### src/rtl/ifm_reg_load_ctrl.sv
// ifm_reg_load_ctrl: steers handshaked IFM words into a bank of NUM_REGS registers, one register per transfer.
// Optional macro IFM_REG_OVERRUN_EN adds a sticky overrun flag (ports overrun_clr, overrun).
module ifm_reg_load_ctrl #(
    parameter int DATA_WIDTH = 32,
    parameter int NUM_REGS   = 10,
    parameter int STATE_W    = 4,
    parameter int LOAD_STATE = 3,
    parameter int IDX_W      = $clog2(NUM_REGS)
) (
    input  logic                  clk,
    input  logic                  rst,
    input  logic [STATE_W-1:0]    current_state,
    input  logic                  start,
    input  logic                  ifm_valid,
    input  logic [DATA_WIDTH-1:0] ifm_data,
    output logic                  ifm_ready,
    output logic [NUM_REGS-1:0]   reg_we,
    output logic [DATA_WIDTH-1:0] reg_wdata,
    output logic [IDX_W-1:0]      wr_idx,
    output logic                  busy,
    output logic                  load_done
`ifdef IFM_REG_OVERRUN_EN
    ,
    input  logic                  overrun_clr,
    output logic                  overrun
`endif
);
    typedef enum logic [1:0] {IDLE, LOAD, DONE} fsm_t;
    fsm_t state_q, state_d;
    logic [IDX_W-1:0] wr_idx_q, wr_idx_d;
    logic [NUM_REGS-1:0] reg_we_q, reg_we_d;
    logic [DATA_WIDTH-1:0] reg_wdata_q, reg_wdata_d;
    logic load_done_q, load_done_d;
    logic in_load_state, xfer, last;
    assign in_load_state = current_state == STATE_W'(LOAD_STATE);
    assign ifm_ready = state_q == LOAD && in_load_state;
    assign xfer = ifm_valid && ifm_ready;
    assign last = wr_idx_q == IDX_W'(NUM_REGS - 1);
    assign busy = state_q != IDLE;
    assign wr_idx = wr_idx_q;
    assign reg_we = reg_we_q;
    assign reg_wdata = reg_wdata_q;
    assign load_done = load_done_q;
    // Next state and index: start gated by controller state, abort on leaving it, wrap after the last register.
    always_comb begin
        state_d = state_q;
        wr_idx_d = wr_idx_q;
        case (state_q)
            IDLE: begin
                if (start && in_load_state) begin
                    state_d = LOAD;
                    wr_idx_d = '0;
                end
            end
            LOAD: begin
                if (!in_load_state) begin
                    state_d = IDLE;
                    wr_idx_d = '0;
                end else if (xfer) begin
                    state_d = last ? DONE : LOAD;
                    wr_idx_d = last ? '0 : wr_idx_q + 1'b1;
                end
            end
            default: state_d = IDLE;
        endcase
        reg_we_d = xfer ? NUM_REGS'(1) << wr_idx_q : '0;
        reg_wdata_d = xfer ? ifm_data : reg_wdata_q;
        load_done_d = state_q == DONE;
    end
    // State and registered outputs, cleared asynchronously.
    always_ff @(posedge clk or posedge rst) begin
        if (rst) begin
            state_q <= IDLE;
            wr_idx_q <= '0;
            reg_we_q <= '0;
            reg_wdata_q <= '0;
            load_done_q <= 1'b0;
        end else begin
            state_q <= state_d;
            wr_idx_q <= wr_idx_d;
            reg_we_q <= reg_we_d;
            reg_wdata_q <= reg_wdata_d;
            load_done_q <= load_done_d;
        end
    end
`ifdef IFM_REG_OVERRUN_EN
    logic overrun_q, overrun_d;
    assign overrun = overrun_q;
    // Sticky flag for words offered when no bank load can take them; set beats clear.
    always_comb begin
        overrun_d = (ifm_valid && (state_q == DONE || (state_q == IDLE && in_load_state))) ? 1'b1 :
                    overrun_clr ? 1'b0 : overrun_q;
    end
    // Overrun flag register.
    always_ff @(posedge clk or posedge rst) begin
        if (rst) overrun_q <= 1'b0;
        else overrun_q <= overrun_d;
    end
`endif
endmodule

### config.mk
export PLATFORM = sky130hd
export DESIGN_NAME = ifm_reg_load_ctrl
export DESIGN_NICKNAME = d
export VERILOG_FILES = /design/src/rtl/ifm_reg_load_ctrl.sv
export SDC_FILE = /design/constraint.sdc
export NUM_CORES = 1
export LEC_CHECK = 0
export CAP_MARGIN = 10
export CORE_MARGIN = 2
export CORE_UTILIZATION = 44
export CTS_CLUSTER_SIZE = 30
export DETAILED_ROUTE_END_ITERATION = 12
export GPL_TIMING_DRIVEN = 0
export HOLD_SLACK_MARGIN = 0.1
export PLACE_DENSITY = 0.84
export SLEW_MARGIN = 20
export SYNTH_ARGS = -nofsm -noshare
export SYNTH_HDL_FRONTEND = slang
export SYNTH_SLANG_ARGS = --single-unit
### constraint.sdc
create_clock -name clk -period 3.74 [get_ports clk]
set_input_delay 0.748 -clock clk [delete_from_list [all_inputs] [get_ports clk]]
set_output_delay 0.748 -clock clk [all_outputs]
set_load 0.01 [all_outputs]
==> flow_summary_export.csv, run 1 <==
group,metric,value,unit
floorplan,die_y,70.9,µm
place,port_buffers,88,
timing,finalSetupViolCount,0,
setup_path,r2r_setup_slack,2.24,ns
floorplan,io_pins,89,
global_route,grt_max_degree,28,
power,powerDensity,336,mW/mm²
synth,ys_ff_latch,49,
synth,synthSimpleGateAreaFrac,11.6,%
job,cap_viol_max_count,0,
synth,syn_area_per_cell,14.5,µm²
timing,fmax,329,MHz
power,p_int,819,µW
layout,drive_gt1_share,24.5,%
cts,cts_tree,"built",
detailed_routing,vias_per_cell,4.92,
cts,cts-root-buf,"clkbuf_8",
synth,synth_fp_nets,178,
setup_path,cp.arrival,2.29,ns
cts,htreeDepth,2,
floorplan,fp.dieW,70.9,µm
power,netSwitchingFraction,20.1,%
power,seqPwrFrac,53.1,%
setup_path,crit_fanout,5,
hold_path,min_path_cells,1,
floorplan,rows,24,
synth,synthDistinctLibCells,30,
synth,syn_inst,136,
power,power_leakage,1.40,nW
setup_path,r2r-start,"state_q[1]",
timing,maxSlewHeadroom,66.3,%
run_status,status,"complete, no violations",
layout,area_growth,55.2,%
setup_path,endpoint_kind,"output port",
detailed_routing,ant_nets,0,
hold_path,hp-class,"flop to flop",
power,ir_worst_vdd,226,µV
timing,worst_pin_slew,0.504,ns
global_route,grt_pass1_vias,1430,
global_route,antenna_found_initial,0,
power,p_sw,206,µW
synth,synth-compound-area-share,3.12,%
hold_path,min_delay_worst_endpoint,"load_done",
cts,clockBufferDepth,2,
synth,synth_xor_area_share,0,%
setup_path,rr_worst_depth,4,
synth,synth_mux_area_share,19.5,%
synth,synthAdderAreaFrac,1.27,%
timing,rsz0062_at_grt,"no",
cts,cts_resized,0,
cts,hold_buffers,0,
setup_path,critPathLaunchType,"input port",
layout,multi_input_area,698,µm²
global_route,grt-ovfl-total,0,
power,clkPwrFrac,37.9,%
detailed_routing,routedWlPerCell,15.1,µm
timing,skew,0.00699,ns
power,pwr-share-comb,9.1,%
place,place_congestion,0.741,
timing,post-route-period-util,81.3,%
cts,cts_buffers,5,
synth,yosysSeqAreaShare,62.3,%
cts,cts.sinks,49,
setup_path,worstPathRequired,2.99,ns
cts,postCtsSetupBuffers,0,
hold_path,min-delay-start,"state_q[0]",
timing,min_period,3.04,ns
setup_path,r2r-end,"reg_wdata[1]",
cts,clk_latency,0.30,ns
layout,antenna_cells,0,
layout,fin_nets,274,
floorplan,initial_utilization,45.5,%
layout,seq_area,0.00123,mm²
timing,drv_slew,0,
floorplan,die-area,0.00502,mm²
floorplan,core_area,0.00432,mm²
layout,fillCellCount,342,
place,hpwlAfterDp,3130,µm
detailed_routing,drc,0,
timing,tns,0,ns
power,p_total,1.02,mW
synth,synth_top_family_by_area,"multiplexers",
synth,yosysWarnings,0,
detailed_routing,drtPass1Iterations,4,
detailed_routing,via_count,1401,
global_route,grt_pass1_wl,6950,µm
timing,hold_viol,0,
detailed_routing,drt_iter0_markers,61,
global_route,grt_usage,18.2,%
cts,path_clk_slew,0.08,ns
detailed_routing,wirelength,4310,µm
setup_path,worstSetupPathType,"input port to output port",
synth,synth_area,0.00197,mm²
-- Yosys cell counts, drive strengths merged --
| master | number | area (µm²) |
|---|---|---|
| inv | 3 | 11.3 |
| nor3 | 7 | 35.0 |
| o2bb2ai | 1 | 8.76 |
| o22ai | 1 | 6.26 |
| nand4bb | 1 | 11.3 |
| and2 | 1 | 6.26 |
| nand2b | 1 | 6.26 |
| or2 | 1 | 6.26 |
| dfrtp | 49 | 1230 |
| or2b | 4 | 35.0 |
| o22a | 1 | 10.0 |
| buf | 5 | 32.5 |
| mux2 | 34 | 383 |
| nor3b | 3 | 22.5 |
| a21oi | 1 | 5.00 |
| or3 | 1 | 6.26 |
| and2b | 1 | 7.51 |
| a211o | 1 | 8.76 |
| nor2b | 1 | 6.26 |
| a22oi | 1 | 7.51 |
| ha | 2 | 25.0 |
| nand2 | 2 | 7.51 |
| nor2 | 5 | 18.8 |
| and4bb | 1 | 12.5 |
| nand3 | 1 | 17.5 |
| o21ai | 3 | 15.0 |
| nor4 | 2 | 12.5 |
| nand3b | 1 | 7.51 |
| nor4bb | 1 | 10.0 |
-- worst max-delay path by stage --
stage                startpoint         to  slack, ns  cells past startpoint
6_report       current_state[1]  ifm_ready       0.70                      5
5_1_grt        current_state[1]  ifm_ready       0.65                      5
4_1_cts        current_state[3]  ifm_ready       0.70                      5
3_5_place_dp   current_state[3]  ifm_ready       0.71                      5
3_3_place_gp   current_state[3]  ifm_ready       0.71                      5
2_1_floorplan  current_state[2]  ifm_ready       1.70                      3
-- stage by stage --
| stage | worst slack, ns | std cells | cell area [µm²] | hold WS, ns | util [%] |
|---|---|---|---|---|---|
| after floorplan | 1.70 | 136 | 1970 | 0.451 | - |
| after global placement | 0.710 | 276 | 2910 | 0.485 | 67.4 |
| after detailed placement | 0.708 | 277 | 2930 | 0.492 | 67.9 |
| after CTS | 0.697 | 285 | 3050 | 0.504 | 70.6 |
| after global routing | 0.647 | 285 | 3050 | 0.521 | 70.6 |
| final | 0.700 | 285 | 3050 | 0.504 | 70.6 |
-- flip-flops by register name (all words and copies together), names as in the netlist --
name / count
load_done: 1
reg_wdata: 32
reg_we: 10
state_q: 2
wr_idx: 4
-- critical path, cell delays in order --
cell             delay, ns
clkdlybuf4s50_1       0.47
and4bb_2              0.30
nand2_1               0.16
inv_1                 0.08
clkdlybuf4s50_1       0.53
-- cell families (layout without fill, tap and decap cells) --
group,Yosys count,in the layout
AOI/OAI and AO/OA,9,9
adders and majority gates,2,2
buffers and inverters,8,105
DFF,49,49
muxes,34,34
and+or+nand+nor,34,34
-- cell type report --
type                       count  share of cell area (%)
multi-input combinational     79                    22.9
tap                           52                    2.13
timing repair buffer          89                    29.5
sequential                    49                    40.1
clock inverter                 2                    1.23
clock buffer                   6                    2.70
inverter                       3                   0.369
buffer                         5                    1.07
-- power groups by stage --
stage,clock (mW),sequential (mW),combinational (mW)
global route,0.420,0.545,0.100
CTS,0.400,0.544,0.0948
detailed placement,0,0.554,0.0939
floorplan,0,0.559,0.0203
global placement,0,0.554,0.0895
finish,0.388,0.544,0.0931
-- routing by layer --
layer  share of wire, %  global-route usage, %  routed length [µm]
met5                  0                      0                   0
met2                 47                   28.9                2020
met4                1.4                   6.71                  60
met3                6.6                   5.56                 283
met1                 45                   23.8                1950
-- cells in the final DEF (no fill, tap or decap) --
master and instances:
clkdlybuf4s50_1 88, dfrtp_1 49, mux2_2 34, nor3_1 7, clkbuf_8 6, nor2_1 5
or2b_2 4, nor3b_1 3, buf_4 3, o21ai_0 3, nand2_1 2, buf_2 2
inv_1 2, nor4_1 2, ha_1 2, and4bb_2 1, and2b_1 1, nand3b_1 1
nand4bb_1 1, o22ai_1 1, o22a_2 1, nand3_4 1, a211o_1 1, nor4bb_1 1
and2_1 1, or3_1 1, nand2b_1 1, or2_2 1, nor2b_1 1, inv_2 1
a22oi_1 1, o2bb2ai_1 1, a21oi_1 1, clkinvlp_4 1, bufinv_16 1, buf_12 1
Note: power is estimated with default switching activity, not from simulation.
==> inputs of run 2 (changes only) <==
--- a/config.mk
+++ b/config.mk
@@ -7,12 +7,12 @@
 export LEC_CHECK = 0
 export CAP_MARGIN = 10
 export CORE_MARGIN = 2
-export CORE_UTILIZATION = 44
+export CORE_UTILIZATION = 37
 export CTS_CLUSTER_SIZE = 30
 export DETAILED_ROUTE_END_ITERATION = 12
 export GPL_TIMING_DRIVEN = 0
 export HOLD_SLACK_MARGIN = 0.1
-export PLACE_DENSITY = 0.84
+export PLACE_DENSITY = 0.75
 export SLEW_MARGIN = 20
 export SYNTH_ARGS = -nofsm -noshare
 export SYNTH_HDL_FRONTEND = slang
==> constraint.sdc (replaced) <==
create_clock -name clk -period 2.45 [get_ports clk]
set_input_delay 0.49 -clock clk [delete_from_list [all_inputs] [get_ports clk]]
set_output_delay 0.49 -clock clk [all_outputs]
set_load 0.01 [all_outputs]
==> flow_summary_export.csv, run 2 (synthesis results as in run 1) <==
group,metric,value,unit
cts,cts.sinks,49,
setup_path,slowest_stage,"clkdlybuf4s50_1",
power,ir_worst_vdd,323,µV
setup_path,endpoint_kind,"output port",
detailed_routing,wirelength,4450,µm
setup_path,r2r-end,"reg_wdata[0]",
place,hpwlAfterDp,3390,µm
layout,post-route-util,60.4,%
cts,clockBufferDepth,2,
global_route,grt-ovfl-total,0,
global_route,grt_max_degree,31,
cts,hold_buffers,0,
detailed_routing,ant_nets,0,
global_route,grt_usage,16.0,%
layout,fillCellCount,426,
place,placed_area,0.00296,mm²
detailed_routing,drc,0,
layout,multi_input_area,701,µm²
layout,largest_register_ffs,32,
timing,whs,0.503,ns
detailed_routing,vias_per_cell,4.67,
place,dp_cells,295,
setup_path,critPathLaunch,"current_state[3]",
detailed_routing,routedWlPerCell,14.6,µm
layout,seq_area,0.00123,mm²
power,power_leakage,1.42,nW
timing,skew,0.0107,ns
timing,fmax,494,MHz
floorplan,fp.dieW,76.9,µm
timing,finalSetupViolCount,0,
setup_path,critPathLaunchType,"input port",
run_status,status,"complete, no violations",
global_route,grt_pass1_vias,1513,
setup_path,crit_fanout,5,
power,powerDensity,509,mW/mm²
timing,worst_pin_slew,0.447,ns
setup_path,r2r-start,"state_q[1]",
layout,most-common-layout-cells,"87 x clkdlybuf4s50_1, 49 x dfrtp_1, 34 x mux2_2",
layout,final_common_cell,"clkdlybuf4s50_1",
floorplan,die-area,0.00592,mm²
setup_path,r2r_setup_slack,0.96,ns
floorplan,core_area,0.00511,mm²
cts,cts_buffers,5,
setup_path,path_cells,"clkdlybuf4s50_1, and4bb_2, nand2_2, inv_1, dlymetal6s2s_1",
floorplan,io_pins,89,
global_route,antenna_found_initial,0,
layout,drive_gt1_share,24.8,%
cts,cts_tree,"built",
hold_path,hp-class,"flop to flop",
layout,area_growth,56.8,%
timing,rsz0062_at_grt,"no",
setup_path,endpoint,"ifm_ready",
timing,maxSlewHeadroom,70.2,%
setup_path,worstSetupPathDepth,5,
setup_path,worstPathRequired,1.96,ns
setup_path,rr_worst_depth,4,
layout,fin_nets,275,
timing,min_period,2.02,ns
timing,drv_slew,0,
layout,fin_cells,304,
job,cap_viol_max_count,0,
timing,hold_viol,0,
layout,antenna_cells,0,
timing,post-route-period-util,82.6,%
cts,path_clk_slew,0.08,ns
floorplan,die_y,76.9,µm
layout,design_area,0.00309,mm²
setup_path,max_stage_delay,0.46,ns
cts,clk_latency,0.31,ns
setup_path,worstSetupPathType,"input port to output port",
cts,cts-root-buf,"clkbuf_8",
setup_path,cp_num_buf_inv,3,
detailed_routing,via_count,1420,
floorplan,initial_utilization,38.5,%
cts,htreeDepth,2,
detailed_routing,drtPass1Iterations,4,
setup_path,path_delay_family,"buffers and inverters",
floorplan,rows,26,
place,place_congestion,0.782,
detailed_routing,drt_iter0_markers,61,
setup_path,cp.arrival,1.53,ns
place,port_buffers,88,
global_route,grt_pass1_wl,7470,µm
run 2: cell count changes in the layout (fill, tap and decap cells not counted), sizes merged:
cell,delta
buf,+1
clkbuf,+1
clkdlybuf4s50,-1
clkinvlp,-1
dlymetal6s2s,+1
run 2: routing by layer:
layer | global-route usage [%] | up-vias | share of wire [%]
met1 | 19.0 | 689 | 42
met5 | 0 | - | 0
li1 | - | 675 | -
met3 | 3.18 | 5 | 5.0
met2 | 28.6 | 51 | 52
met4 | 6.00 | 0 | 1.5
run 2: worst min-delay path by stage:
stage,start,endpoint,depth (start not counted)
2_1_floorplan,state_q[0],load_done,1
3_3_place_gp,state_q[0],load_done,1
3_5_place_dp,state_q[0],load_done,1
4_1_cts,state_q[0],load_done,1
5_1_grt,reg_wdata[24],reg_wdata[24],1
6_report,state_q[0],load_done,1
run 2: power by group:
part	internal (mW)	total (mW)	switching, mW	leakage (nW)
clock network	0.333	0.597	0.264	0.0585
registers	0.823	0.830	0.00708	0.682
logic	0.0965	0.142	0.0457	0.683
run 2: layout make-up:
class	count	area share (%)
clock buffer	7	2.80
sequential	49	39.7
clock inverter	1	0.973
timing repair buffer	90	29.5
buffer	5	1.05
tap	70	2.84
inverter	3	0.365
multi-input combinational	79	22.7
run 2: timing repair:
action	CTS	global route
setup endpoints to repair	1	1
pin swaps	1	1
gates resized for setup	1	1
endpoints found under the hold margin	0	0
buffers inserted	1	0
run 2: stage by stage:
step	setup WS, ns	power [mW]	setup TNS [ns]
floorplan	0.787	0.884	0
global placement	-0.160	0.983	-7.80
detailed placement	-0.0528	0.990	-0.0528
CTS	0.0479	1.59	0
global route	0.352	1.62	0
finish	0.426	1.57	0
